==> config.mk <==
export PLATFORM = sky130hd
export DESIGN_NAME = muldiv_sequencer_flat
export DESIGN_NICKNAME = d
export VERILOG_FILES = /design/src/rtl/muldiv_sequencer_if.sv /design/src/rtl/muldiv_sequencer.sv /design/src/flat_wrapper.sv
export SDC_FILE = /design/constraint.sdc
export NUM_CORES = 1
export LEC_CHECK = 0
export CAP_MARGIN = 10
export CORE_ASPECT_RATIO = 1.5
export CORE_UTILIZATION = 51
export DETAILED_ROUTE_END_ITERATION = 8
export HOLD_SLACK_MARGIN = 0.1
export PLACE_DENSITY = 0.7
export SLEW_MARGIN = 0
export SYNTH_ARGS = -nofsm -noshare
export SYNTH_HDL_FRONTEND = slang
export SYNTH_SLANG_ARGS = --single-unit
==> constraint.sdc <==
create_clock -name clk -period 3.7 [get_ports clk]
set_input_delay 1.11 -clock clk [delete_from_list [all_inputs] [get_ports clk]]
set_output_delay 1.11 -clock clk [all_outputs]
set_load 0.005 [all_outputs]
==> src/rtl/muldiv_sequencer_if.sv <==
// Handshake/result bundle between the EX-stage pipeline and the multiply/divide unit.
//   master : pipeline side, drives start/op/a/b/flush and observes busy/done/results.
//   slave  : multiply/divide unit side.
// Signals:
//   start        request, accepted only when idle and not flushed
//   op           00 MULT, 01 MULTU, 10 DIV, 11 DIVU
//   a, b         operands, sampled with start
//   flush        abort any operation in flight
//   busy         unit not idle (stall request)
//   done         one-cycle pulse, hi/lo valid
//   div_by_zero  pulses with done for DIV/DIVU with b == 0
//   hi, lo       result pair
interface muldiv_sequencer_if #(
  parameter int unsigned WIDTH = 32
);
  logic             start;
  logic [1:0]       op;
  logic [WIDTH-1:0] a;
  logic [WIDTH-1:0] b;
  logic             flush;
  logic             busy;
  logic             done;
  logic             div_by_zero;
  logic [WIDTH-1:0] hi;
  logic [WIDTH-1:0] lo;

  modport master (
    output start, op, a, b, flush,
    input  busy, done, div_by_zero, hi, lo
  );

  modport slave (
    input  start, op, a, b, flush,
    output busy, done, div_by_zero, hi, lo
  );
endinterface

==> src/rtl/muldiv_sequencer.sv <==
// Iterative MIPS multiply/divide unit (MULT/MULTU/DIV/DIVU), one bit per cycle.
// Sequence: IDLE -> RUN (WIDTH steps) -> SIGN (sign fixup, load hi/lo) -> DONE -> IDLE.
// Ports:
//   clk  rising-edge clock
//   rst  synchronous active-high reset
//   bus  muldiv_sequencer_if slave modport (start/op/a/b/flush in, busy/done/div_by_zero/hi/lo out)
module muldiv_sequencer #(
  parameter int unsigned WIDTH = 32
) (
  input logic              clk,
  input logic              rst,
  muldiv_sequencer_if.slave bus
);

  localparam int unsigned CntW = (WIDTH > 1) ? $clog2(WIDTH) : 1;

  typedef enum logic [1:0] {StIdle, StRun, StSign, StDone} state_e;

  state_e           state;
  logic [CntW-1:0]  cnt;
  logic             is_div;
  logic             neg_res;   // quotient / product sign
  logic             neg_rem;   // remainder sign (dividend sign, DIV only)
  logic             dz;
  logic [WIDTH-1:0] ma;        // |a|: multiplicand or dividend magnitude
  logic [WIDTH-1:0] mb;        // |b|: divisor magnitude (mul: used only to seed acc_lo)
  logic [WIDTH-1:0] acc_hi;    // partial product high / partial remainder
  logic [WIDTH-1:0] acc_lo;    // multiplier shifting out / quotient shifting in
  logic [WIDTH-1:0] hi_q;
  logic [WIDTH-1:0] lo_q;
  logic             done_q;
  logic             dz_q;

  // Operand magnitudes at acceptance; op[0]==0 means signed.
  logic             a_neg, b_neg;
  logic [WIDTH-1:0] a_mag, b_mag;

  always_comb begin
    a_neg = ~bus.op[0] & bus.a[WIDTH-1];
    b_neg = ~bus.op[0] & bus.b[WIDTH-1];
    a_mag = a_neg ? -bus.a : bus.a;
    b_mag = b_neg ? -bus.b : bus.b;
  end

  // One iteration of shift-add multiply and restoring divide.
  logic [WIDTH-1:0] addend;
  logic [WIDTH:0]   mul_sum;
  logic [WIDTH:0]   div_shift;
  logic [WIDTH-1:0] div_diff;
  logic             div_ge;

  always_comb begin
    addend    = acc_lo[0] ? ma : '0;
    mul_sum   = {1'b0, acc_hi} + {1'b0, addend};
    div_shift = {acc_hi, acc_lo[WIDTH-1]};
    div_ge    = div_shift >= {1'b0, mb};
    // When div_ge holds the difference is < mb, so W-bit wraparound is exact.
    div_diff  = div_shift[WIDTH-1:0] - mb;
  end

  // Sign fixup.
  logic [2*WIDTH-1:0] prod, prod_fix;
  logic [WIDTH-1:0]   quo_fix, rem_fix, dividend_raw;

  always_comb begin
    prod         = {acc_hi, acc_lo};
    prod_fix     = neg_res ? -prod : prod;
    quo_fix      = neg_res ? -acc_lo : acc_lo;
    rem_fix      = neg_rem ? -acc_hi : acc_hi;
    // Reconstructs the original dividend bit pattern from magnitude and sign.
    dividend_raw = neg_rem ? -ma : ma;
  end

  always_ff @(posedge clk) begin
    if (rst) begin
      state   <= StIdle;
      cnt     <= '0;
      is_div  <= 1'b0;
      neg_res <= 1'b0;
      neg_rem <= 1'b0;
      dz      <= 1'b0;
      ma      <= '0;
      mb      <= '0;
      acc_hi  <= '0;
      acc_lo  <= '0;
      hi_q    <= '0;
      lo_q    <= '0;
      done_q  <= 1'b0;
      dz_q    <= 1'b0;
    end else begin
      done_q <= 1'b0;
      dz_q   <= 1'b0;
      case (state)
        StIdle: begin
          if (bus.start && !bus.flush) begin
            is_div  <= bus.op[1];
            ma      <= a_mag;
            mb      <= b_mag;
            neg_res <= a_neg ^ b_neg;
            neg_rem <= bus.op[1] & a_neg;
            dz      <= bus.op[1] & (bus.b == '0);
            acc_hi  <= '0;
            acc_lo  <= bus.op[1] ? a_mag : b_mag;
            cnt     <= '0;
            state   <= StRun;
          end
        end
        StRun: begin
          if (bus.flush) begin
            state <= StIdle;
          end else begin
            if (is_div) begin
              acc_hi <= div_ge ? div_diff : div_shift[WIDTH-1:0];
              acc_lo <= {acc_lo[WIDTH-2:0], div_ge};
            end else begin
              acc_hi <= mul_sum[WIDTH:1];
              acc_lo <= {mul_sum[0], acc_lo[WIDTH-1:1]};
            end
            cnt <= cnt + 1'b1;
            if (cnt == CntW'(WIDTH - 1)) state <= StSign;
          end
        end
        StSign: begin
          if (bus.flush) begin
            state <= StIdle;
          end else begin
            if (!is_div) begin
              hi_q <= prod_fix[2*WIDTH-1:WIDTH];
              lo_q <= prod_fix[WIDTH-1:0];
            end else if (dz) begin
              hi_q <= dividend_raw;
              lo_q <= '1;
            end else begin
              hi_q <= rem_fix;
              lo_q <= quo_fix;
            end
            done_q <= 1'b1;
            dz_q   <= dz;
            state  <= StDone;
          end
        end
        StDone:  state <= StIdle;
        default: state <= StIdle;
      endcase
    end
  end

  assign bus.busy        = (state != StIdle);
  assign bus.done        = done_q;
  assign bus.div_by_zero = dz_q;
  assign bus.hi          = hi_q;
  assign bus.lo          = lo_q;

endmodule

==> src/flat_wrapper.sv <==
// flat-port wrapper written by rule: the top's interface ports become plain ports
module muldiv_sequencer_flat 
#(
  parameter int unsigned WIDTH = 32
)
  (clk, rst, bus_start, bus_op, bus_a, bus_b, bus_flush, bus_busy, bus_done, bus_div_by_zero, bus_hi, bus_lo);
  muldiv_sequencer_if #(.WIDTH(WIDTH)) bus_i ();
  input logic clk;
  input logic rst;
  input wire logic [$bits(bus_i.start)-1:0] bus_start;
  input wire logic [$bits(bus_i.op)-1:0] bus_op;
  input wire logic [$bits(bus_i.a)-1:0] bus_a;
  input wire logic [$bits(bus_i.b)-1:0] bus_b;
  input wire logic [$bits(bus_i.flush)-1:0] bus_flush;
  output wire logic [$bits(bus_i.busy)-1:0] bus_busy;
  output wire logic [$bits(bus_i.done)-1:0] bus_done;
  output wire logic [$bits(bus_i.div_by_zero)-1:0] bus_div_by_zero;
  output wire logic [$bits(bus_i.hi)-1:0] bus_hi;
  output wire logic [$bits(bus_i.lo)-1:0] bus_lo;
  assign bus_i.start = bus_start;
  assign bus_i.op = bus_op;
  assign bus_i.a = bus_a;
  assign bus_i.b = bus_b;
  assign bus_i.flush = bus_flush;
  assign bus_busy = bus_i.busy;
  assign bus_done = bus_i.done;
  assign bus_div_by_zero = bus_i.div_by_zero;
  assign bus_hi = bus_i.hi;
  assign bus_lo = bus_i.lo;
  muldiv_sequencer #(.WIDTH(WIDTH)) u_core (.clk(clk), .rst(rst), .bus(bus_i));
endmodule
* Word-level counts from Yosys, hierarchy flattened *
Index checks and enable logic that the tools add are counted.

word-level totals
  register bits after elaboration = 205
  bits of input ports = 70
  output and inout port bits = 67
  logic and storage cells = 81

cells by class
  add/sub/neg operators = 9
  $lt $le $gt $ge = 1
  eq/ne operators = 7
  muxes and demuxes = 30
  bitwise logic cells = 8
  reduce and logical (&&, ||, !) cells = 12

operators with widths
  operator               number
  $mux W32               18
  $neg A32 Y32           5
  $pmux W32 S2           2
  $mux W64               1
  $neg A64 Y64           1
  $add A32 B32 Y33       1
  $ge A33 B32 Y1         1
  $logic_not A32 Y1      1
  $sub A32 B32 Y32       1
  $mux W5                2
  $pmux W5 S2            1
  $mux W2                4
  $pmux W2 S4            1
  $reduce_and A2 Y1      3
  $add A5 B1 Y5 const B  1
  $eq A5 B5 Y1 const B   1
  $and A1 B1 Y1          4
  $eq A2 B2 Y1 const B   2
  $reduce_bool A2 Y1     2
  $ne A3 B2 Y1 const B   1
  $not A1 Y1             3
  $reduce_and A3 Y1      1
  $reduce_or A3 Y1       1
  $eq A2 B1 Y1 const B   1
  other kinds (8)        8

* Logic depth before layout (Yosys ltp) *
  depth in word-level cells = 6
  gate-level depth with buffers = 14
  gate-level depth less buffers = 13

* Worst setup path before layout *
OpenSTA, ideal clock, no wires.

  path kind = input to register
  start = input bus_b[10]
  end = register u_core.acc_lo[29]
  library setup time = 86 ps
  arrival = 3490 ps
  data required time = 3614 ps
  path slack = 124 ps
  stages = 9
  cells stage by stage = or4_1 > or4_1 > clkbuf_1 > nor3_1 > nand2_1 > o21a_1 > xnor2_1 > o221a_2 > a211oi_1

on the way
  longest elaborated chain between the ends = 5

RTL lines
  what                  RTL line                 text
  start, declared       flat_wrapper.sv:13       input wire logic [$bits(bus_i.b)-1:0] bus_b;
  $neg A32 Y32          muldiv_sequencer.sv:42   b_mag = b_neg ? -bus.b : bus.b;
  $mux W32              muldiv_sequencer.sv:42
  $mux W32              muldiv_sequencer.sv:103  acc_lo <= bus.op[1] ? a_mag : b_mag;
  $mux W32              muldiv_sequencer.sv:95   if (bus.start && !bus.flush) begin
  $pmux W32 S2          muldiv_sequencer.sv:93   case (state)
  end signal, assigned  muldiv_sequencer.sv:103
  end signal, assigned  muldiv_sequencer.sv:114  acc_lo <= {acc_lo[WIDTH-2:0], div_ge};
  end signal, assigned  muldiv_sequencer.sv:117  acc_lo <= {mul_sum[0], acc_lo[WIDTH-1:1]};
  end, declared         muldiv_sequencer.sv:28   logic [WIDTH-1:0] acc_lo;

No other way between the ends. The select of a mux whose other input is x is not followed.
A chain may end at the register's enable or synchronous reset.

* Final worst setup path *
  start = register u_core.ma[0]
  end = register u_core.acc_hi[27]

on the way
  longest elaborated chain between the ends = 5

RTL lines
  what                    RTL line                 text
  start, declared         muldiv_sequencer.sv:25   logic [WIDTH-1:0] ma;
  start signal, assigned  muldiv_sequencer.sv:97   ma <= a_mag;
  $mux W32                muldiv_sequencer.sv:53   addend = acc_lo[0] ? ma : '0;
  $add A32 B32 Y33        muldiv_sequencer.sv:54   mul_sum = {1'b0, acc_hi} + {1'b0, addend};
  $mux W32                muldiv_sequencer.sv:112  if (is_div) begin
  $mux W32                muldiv_sequencer.sv:109  if (bus.flush) begin
  $pmux W32 S2            muldiv_sequencer.sv:93
  end signal, assigned    muldiv_sequencer.sv:113  acc_hi <= div_ge ? div_diff : div_shift[WIDTH-1:0];
  end signal, assigned    muldiv_sequencer.sv:116  acc_hi <= mul_sum[WIDTH:1];
  end, declared           muldiv_sequencer.sv:27   logic [WIDTH-1:0] acc_hi;

No other way between the ends. The select of a mux whose other input is x is not followed.

==> flow_results.org <==
** Outcome
- Run status :: completed

** Floorplan
- The die is 223 um tall.
- Floorplan Core Area :: 31,900 um2
- For this configuration, the core starts out at a cell density of 52.1%.
- Die width :: 149 um
- 137 I/O pins were placed.
- In this run the core area contains 80 standard-cell rows.
- Total die area :: 33,300 um2

** Clock network
- Clock latency reported for the late side of the worst-skew pair :: 560 ps
- In this run the number of H-tree levels came out at 1.
- Clock slew at the register clock pins of the worst setup and hold paths :: 60 ps
- CTS saw 205 sinks.
- Total clock buffers created by CTS :: 23
- Maximum number of buffers from clock root to sink :: 3
- TritonCTS built the clock tree.
- Clock root cell :: clkbuf_16

** Worst setup path
- The most numerous cell type found on the critical path is inv_1.
- STA classifies the critical path endpoint as a flip-flop.
- At the worst endpoint, the arrival time is 3940 ps.
- The largest individual stage delay along the critical path comes from the cell fa_1.
- Among cell families on the critical path, the largest total delay comes from compound AO/OA/AOI/OAI gates.
- Of all nets on the critical path, the largest fanout is 4.
- Category of the worst setup path launch point :: flip-flop
- Critical path type :: reg -> reg
- Setup slack on the worst reg-to-reg path comes out at 160 ps.
- On the worst path, the slowest cell contributes a delay of 410 ps.
- Worst-path cell chain :: inv_1, nor2_1, ha_1, inv_1, fa_1, nor2b_1, o31a_1, o21ai_0, o31ai_1, a31o_2, a311oi_1, buf_4, xor2_1, o221ai_1
- The critical path contains buffers and inverters numbering 3 combined.
- Required time at the endpoint of the critical path :: 4090 ps

** Timing
- Tmin final :: 3540 ps
- Tightest slew margin relative to the limit :: 28.5%
- Final count of negative-setup-slack endpoints :: 0
- Worst Hold Margin :: 433 ps
- Clock Skews :: 27.2 ps
- At the pin with the least slew margin, the transition time is 1070 ps.
- The number of max-slew violations in the final report came to 0.
- Final count of hold timing violations :: 0
- Of the available clock period, the critical path in the final layout requires 95.7%.
- Based on the critical path, the design can be clocked at up to 282 MHz.

** Placement
- Number of buffer cells added on primary ports :: 136
- The wire-length estimate of the detail-placed layout is 51,600 um.
- Weighted congestion at the end of routability-driven global placement :: 1.00
- Cell count after placement :: 2,776

** Power
- Summed over all nets, the switching power comes to 2.12 mW.
- VDD sags by at most 0.343 mV.
- The clock network burns 35.6% of the power.
- Per report_power, the combinational group accounts for 26.3% of the total.
- In this run, flip-flops and latches consume 38.2% of the power.
- Power per Cell Area :: 314 nW/um2
- The internal power of the cells totals 4.20 mW.
- Total chip power :: 6.32 mW
- Of the total power, the share spent switching nets is 33.5%.
- Leakage Power :: 7.93 nW

** Drt
- The count of nets left with antenna violations once routing finished came out at 0.
- The first TritonRoute pass finished after 5 iterations.
- Topmost layer with routed signal wires :: met4
- Vias post-DR :: 18,200
- Dividing the detail-routed via count by the number of cells gives 6.46.
- Total routed wire length on the met1 layer :: 24,100 um
- In the routed design, unresolved DRC markers number 0.
- Starting DRC count in detailed routing :: 1,467
- After detailed routing, the average wire length per cell comes to 23.5 um.
- Met2 wire length :: 31,900 um
- After detailed routing, the total wire length is 66,300 um.
- Metal3 WL :: 3910 um

** Logic synthesis
- Warning count from the yosys run :: 0
- In this run, synthesis inferred 0 flip-flops with an integrated enable.
- Post-synthesis sequential element count :: 205
- For this run, the leading register cell type out of synthesis is dfxtp_1.
- Summing every instance area after synthesis gives 16,600 um2.
- Sequential area share after synthesis :: 24.7%
- Post-Syn Nets :: 2,359
- Fraction of synthesis flops using an asynchronous set or reset pin :: 0%
- Each instance of the synthesized netlist takes up on average 7.50 um2.
- Cell variety after synth :: 81
- Syn Inst Count :: 2,216

** Layout
- Share of final-layout standard cells stronger than drive strength 1 :: 12.0%
- Net total in the final layout :: 2,535
- Area growth from synthesis to final layout :: 20.9%
- Number of fill cells in the layout :: 2,953
- Post-route insts no fill :: 2,819
- Final standard cell utilization of the core :: 62.9%

** Global routing
- Largest net degree at the start of global routing :: 105
- The first global-routing pass estimated 98,400 um of wire.
- GRT overflow :: 0
- Global routing consumed, over all layers together, 39.1% of the routing resources.
- Number of global-route vias before repair :: 17,200
- The number of antenna violations at the first check in global routing is 0.

** Min path
- The worst hold path belongs to the class reg -> reg.

** Run
- Max Cap Violations :: 0
[tightest hold or removal path: cells and delay by family (launching register included)]
family,cells,cell delay (ps)
flops,1,300
simple gates,2,90
[path summary, 6_finish.rpt]
path	start	endpoint	cells past startpoint
hold / removal	u_core.bus.hi[24]	u_core.bus.hi[24]	2
setup reg to reg	u_core.ma[0]	u_core.acc_hi[27]	14
hold reg to reg	u_core.bus.hi[24]	u_core.bus.hi[24]	2
setup / recovery	u_core.ma[0]	u_core.acc_hi[27]	14
[layout by cell type, fill, tap and decap left out, drive strengths merged, types with 37 or more instances in the layout]
cell,count
nor2,244
dfxtp,205
buf,197
nand2,156
o21ai,142
clkdlybuf4s50,135
a21oi,131
xnor2,123
a211oi,98
xor2,87
ha,71
inv,71
mux2i,54
nor3,51
o31ai,46
o22ai,46
and2,42
nand3,37
[power by group through the flow]
stage / Sequential [mW] / Combinational [mW] / Clock [mW]
3_3_place_gp: 2.45 / 1.59 / 0
5_1_grt: 2.41 / 1.76 / 2.35
3_5_place_dp: 2.45 / 1.61 / 0
4_1_cts: 2.40 / 1.62 / 2.26
2_1_floorplan: 2.40 / 0.961 / 0
6_report: 2.41 / 1.66 / 2.25
[flip-flops by register name, summed over array words and instances, names as in the netlist]
signal	flops
u_core.acc_hi	32
u_core.acc_lo	32
u_core.bus.hi	32
u_core.bus.lo	32
u_core.ma	32
u_core.mb	32
u_core.cnt	5
u_core.state	2
u_core.bus.div_by_zero	1
u_core.bus.done	1
u_core.dz	1
u_core.is_div	1
u_core.neg_rem	1
u_core.neg_res	1
[synthesized netlist by cell type (49+ instances only)]
cell type | instances | area share (%)
nand2_1 | 156 | 3.5
dfxtp_1 | 205 | 25
xor2_1 | 87 | 4.6
a211oi_1 | 98 | 4.4
xnor2_1 | 123 | 6.5
a21oi_1 | 131 | 3.9
nor2_1 | 244 | 5.5
o21ai_0 | 139 | 4.2
mux2i_1 | 54 | 3.3
clkbuf_1 | 163 | 3.7
inv_1 | 69 | 1.6
nor3_1 | 49 | 1.5
ha_1 | 71 | 5.3
[cell families (layout without fill, tap and decap cells)]
logic type | Yosys count | count (layout) | share of synthesized area [%]
other cells | 0 | 1 | 0
flops | 205 | 205 | 24.7
compound gates | 693 | 693 | 27.8
simple gates | 717 | 717 | 20.9
fa+ha+maj | 73 | 73 | 5.58
buf+inv | 252 | 444 | 5.80
xor+xnor | 210 | 210 | 11.1
mux | 66 | 66 | 4.13
[metrics by stage]
step	TNS, ps	instance area [um2]	setup slack (ps)
floorplan	0	16600	124
global placement	-1970	19300	-181
detailed placement	-3340	19300	-233
CTS	0	20100	109
global route	-6.00	20100	-6.00
finish	0	20100	158
[repair_timing]
item,CTS,global route
buffers inserted,0,1
gates resized for setup,0,3
setup endpoints to repair,0,12
hold buffers,0,0
[per-layer routing]
| layer | track usage (%) | up-vias |
|---|---|---|
| met5 | 0 | - |
| met4 | 33.6 | 0 |
| met3 | 3.64 | 266 |
| met2 | 66.2 | 870 |
| met1 | 43.6 | 8610 |
| li1 | - | 8452 |
[area by class of cell]
class	count	area (um2)	area share, %
timing repair buffer	332	2890	14.4
multi-input combinational	1759	11600	57.7
sequential	205	4110	20.5
inverter	71	267	1.33
clock buffer	30	642	3.19
tap	410	513	2.55
antenna	1	2.50	0.0125
clock inverter	11	82.6	0.411
(Power assumes the default switching activity.)
==> patch: new RTL, config.mk and constraints unchanged <==
`WIDTH` is set to 32 in 3 places; all go to 16.
--- a/src/rtl/muldiv_sequencer_if.sv
+++ b/src/rtl/muldiv_sequencer_if.sv
@@ -12,5 +12,5 @@
 //   hi, lo       result pair
 interface muldiv_sequencer_if #(
-  parameter int unsigned WIDTH = 32
+  parameter int unsigned WIDTH = 16
 );
   logic             start;
--- a/src/rtl/muldiv_sequencer.sv
+++ b/src/rtl/muldiv_sequencer.sv
@@ -6,5 +6,5 @@
 //   bus  muldiv_sequencer_if slave modport (start/op/a/b/flush in, busy/done/div_by_zero/hi/lo out)
 module muldiv_sequencer #(
-  parameter int unsigned WIDTH = 32
+  parameter int unsigned WIDTH = 16
 ) (
   input logic              clk,
--- a/src/flat_wrapper.sv
+++ b/src/flat_wrapper.sv
@@ -2,5 +2,5 @@
 module muldiv_sequencer_flat 
 #(
-  parameter int unsigned WIDTH = 32
+  parameter int unsigned WIDTH = 16
 )
   (clk, rst, bus_start, bus_op, bus_a, bus_b, bus_flush, bus_busy, bus_done, bus_div_by_zero, bus_hi, bus_lo);
Interface: changed (resized bus_a, bus_b, bus_hi and bus_lo); port bits go from 137 to 73. No check against the original RTL was run, so the function may have changed too.
==> patch against the unedited design <==
- clock skew down 0.011 ns
- register-to-register slack better by 0.47 ns
- design area down 52%
- power down 52%
- worst setup slack better by 0.43 ns
- routed wire length down 62%
- maximum frequency up 14%
- sequential cell count down 97
- clock power down 55%
- area after synthesis down 50%
- largest cell class unchanged
- largest power group unchanged
==> patch: results (changes against the unedited design) <==
PLACE
-----------------------------------------------------------------------------------
Buffers on Ports                                                                 72   -47%
Half-perimeter wire length after placement                                19,500 um   -62%
Final Wtd Congestion                                                          0.896   -10%

TIMING
-----------------------------------------------------------------------------------
Slew at the pin closest to its max-slew limit                               1.16 ns   +0.0938 ns
Number of pins exceeding their max-slew limit in the final report                 0   unchanged
Largest clock skew in the final design                                    0.0162 ns   -0.0110 ns

LOGIC SYNTHESIS
-----------------------------------------------------------------------------------
Syn_nets                                                                      1,165   -51%
Ranking of synthesized cells by area                                   sky130_fd_sc_hd__dfxtp_1, sky130_fd_sc_hd__ha_1, sky130_fd_sc_hd__xor2_1
Sequential-to-total area share from yosys stat                                25.8%   +1.1 points
Instance count of the mapped netlist                                          1,087   -51%
Number of distinct library cells after synthesis                                 70   -14%

CRITICAL PATH
-----------------------------------------------------------------------------------
Source of the worst register-to-register timing path                   u_core.acc_lo[0]$_SDFFE_PP0P_
Critical-path cell with the highest stage delay                        sky130_fd_sc_hd__clkdlybuf4s50_1
First element of the critical path                                         bus_a[0]
Largest incremental delay on the critical path                              0.53 ns   +0.12 ns

RUN STATUS
-----------------------------------------------------------------------------------
Outcome                                                                finished clean

DETAILED ROUTING
-----------------------------------------------------------------------------------
Via count                                                                     8,342   -54%
Routed wire per std cell                                                    18.8 um   -20%
Iteration-0 DRC Markers                                                         487   -67%

CLOCK TREE
-----------------------------------------------------------------------------------
Register clock-pin slew on the reported worst setup and hold paths          0.08 ns   +0.02 ns
Total number of H-tree levels                                                     3   +2
Clock latency reported for the late side of the worst-skew pair             0.37 ns   -0.19 ns

FINAL LAYOUT
-----------------------------------------------------------------------------------
Filler Cell Count                                                             1,562   -47%
Count of placed standard cells in the final layout, fillers left out          1,342   -52%
Fraction of final layout cells with drive strength greater than 1             7.48%   -4.5 points
Number of inserted diodes                                                         0   -1

POWER AND IR DROP
-----------------------------------------------------------------------------------
VDD IR-drop max                                                              232 uV   -32%
Net switching power                                                         1020 uW   -52%
Static Leakage                                                           0.00364 uW   -54%

GLOBAL ROUTING
-----------------------------------------------------------------------------------
Vias in the first global route                                                8,107   -53%
Total global-route track usage                                                30.4%   -8.8 points
Largest net degree at the start of global routing                                58   -45%

MIN PATH
-----------------------------------------------------------------------------------
Startpoint of the tightest hold check path                             u_core.mb[0]$_SDFFE_PP0P_

patch: layout make-up:
| class | count | area [sq um] | area share, % |
|---|---|---|---|
| multi-input combinational | 857 | 5750 | 59.3 |
| sequential | 108 | 2160 | 22.3 |
| timing repair buffer | 113 | 1050 | 10.8 |
| tap | 206 | 258 | 2.66 |
| clock buffer | 9 | 225 | 2.32 |
| inverter | 42 | 158 | 1.63 |
| clock inverter | 7 | 91.3 | 0.942 |
patch: worst paths after layout:
path | slack (ns) | depth (start not counted) | endpoint
setup / recovery | 0.59 | 9 | u_core.acc_lo[6]$_SDFFE_PP0P_
hold reg to reg | 0.46 | 2 | u_core.mb[0]$_SDFFE_PP0P_
hold / removal | 0.46 | 2 | u_core.mb[0]$_SDFFE_PP0P_
setup reg to reg | 0.63 | 12 | u_core.acc_hi[13]$_SDFFE_PP0P_
patch: power groups by stage:
stage | Combinational (uW) | Sequential, uW | Clock [uW]
CTS | 721 | 1270 | 1040
global route | 794 | 1280 | 1080
global placement | 711 | 1290 | 0
floorplan | 513 | 1260 | 0
finish | 725 | 1270 | 1020
detailed placement | 717 | 1300 | 0
patch: per-stage QoR:
stage               worst slack [ns]  area [sq um]  total power, uW  hold WS (ns)
floorplan                      0.797          8380             1780         0.436
global placement               0.296          9380             2010         0.442
detailed placement             0.230          9380             2010         0.456
CTS                            0.612          9690             3020         0.467
global route                   0.393          9690             3150         0.491
finish                         0.592          9690             3010         0.462
patch: metal layers:
layer | wire, um | vias up | track usage (%) | share of wire, %
li1 | - | 4072 | - | -
met1 | 9800 | 3935 | 34.7 | 39
met2 | 13100 | 246 | 54.1 | 52
met3 | 926 | 89 | 3.52 | 3.7
met4 | 1400 | 0 | 16.9 | 5.5
met5 | 0 | - | 0 | 0
patch: critical path: cells and delay by family:
kind	cells	cell delay, ns
buffers and inverters	2	0.63
adders and majority gates	1	0.17
xor gates and xnor gates	1	0.23
and+or+nand+nor	2	0.57
muxes	1	0.12
AOI/OAI and AO/OA	2	0.51
patch: logic make-up after synthesis:
family | count (synthesis) | synth area share [%]
flops | 108 | 25.8
simple gates | 332 | 19.5
fa+ha+maj | 40 | 6.15
mux | 49 | 6.21
xor+xnor | 96 | 10.0
buf+inv | 122 | 5.66
compound gates | 340 | 26.6
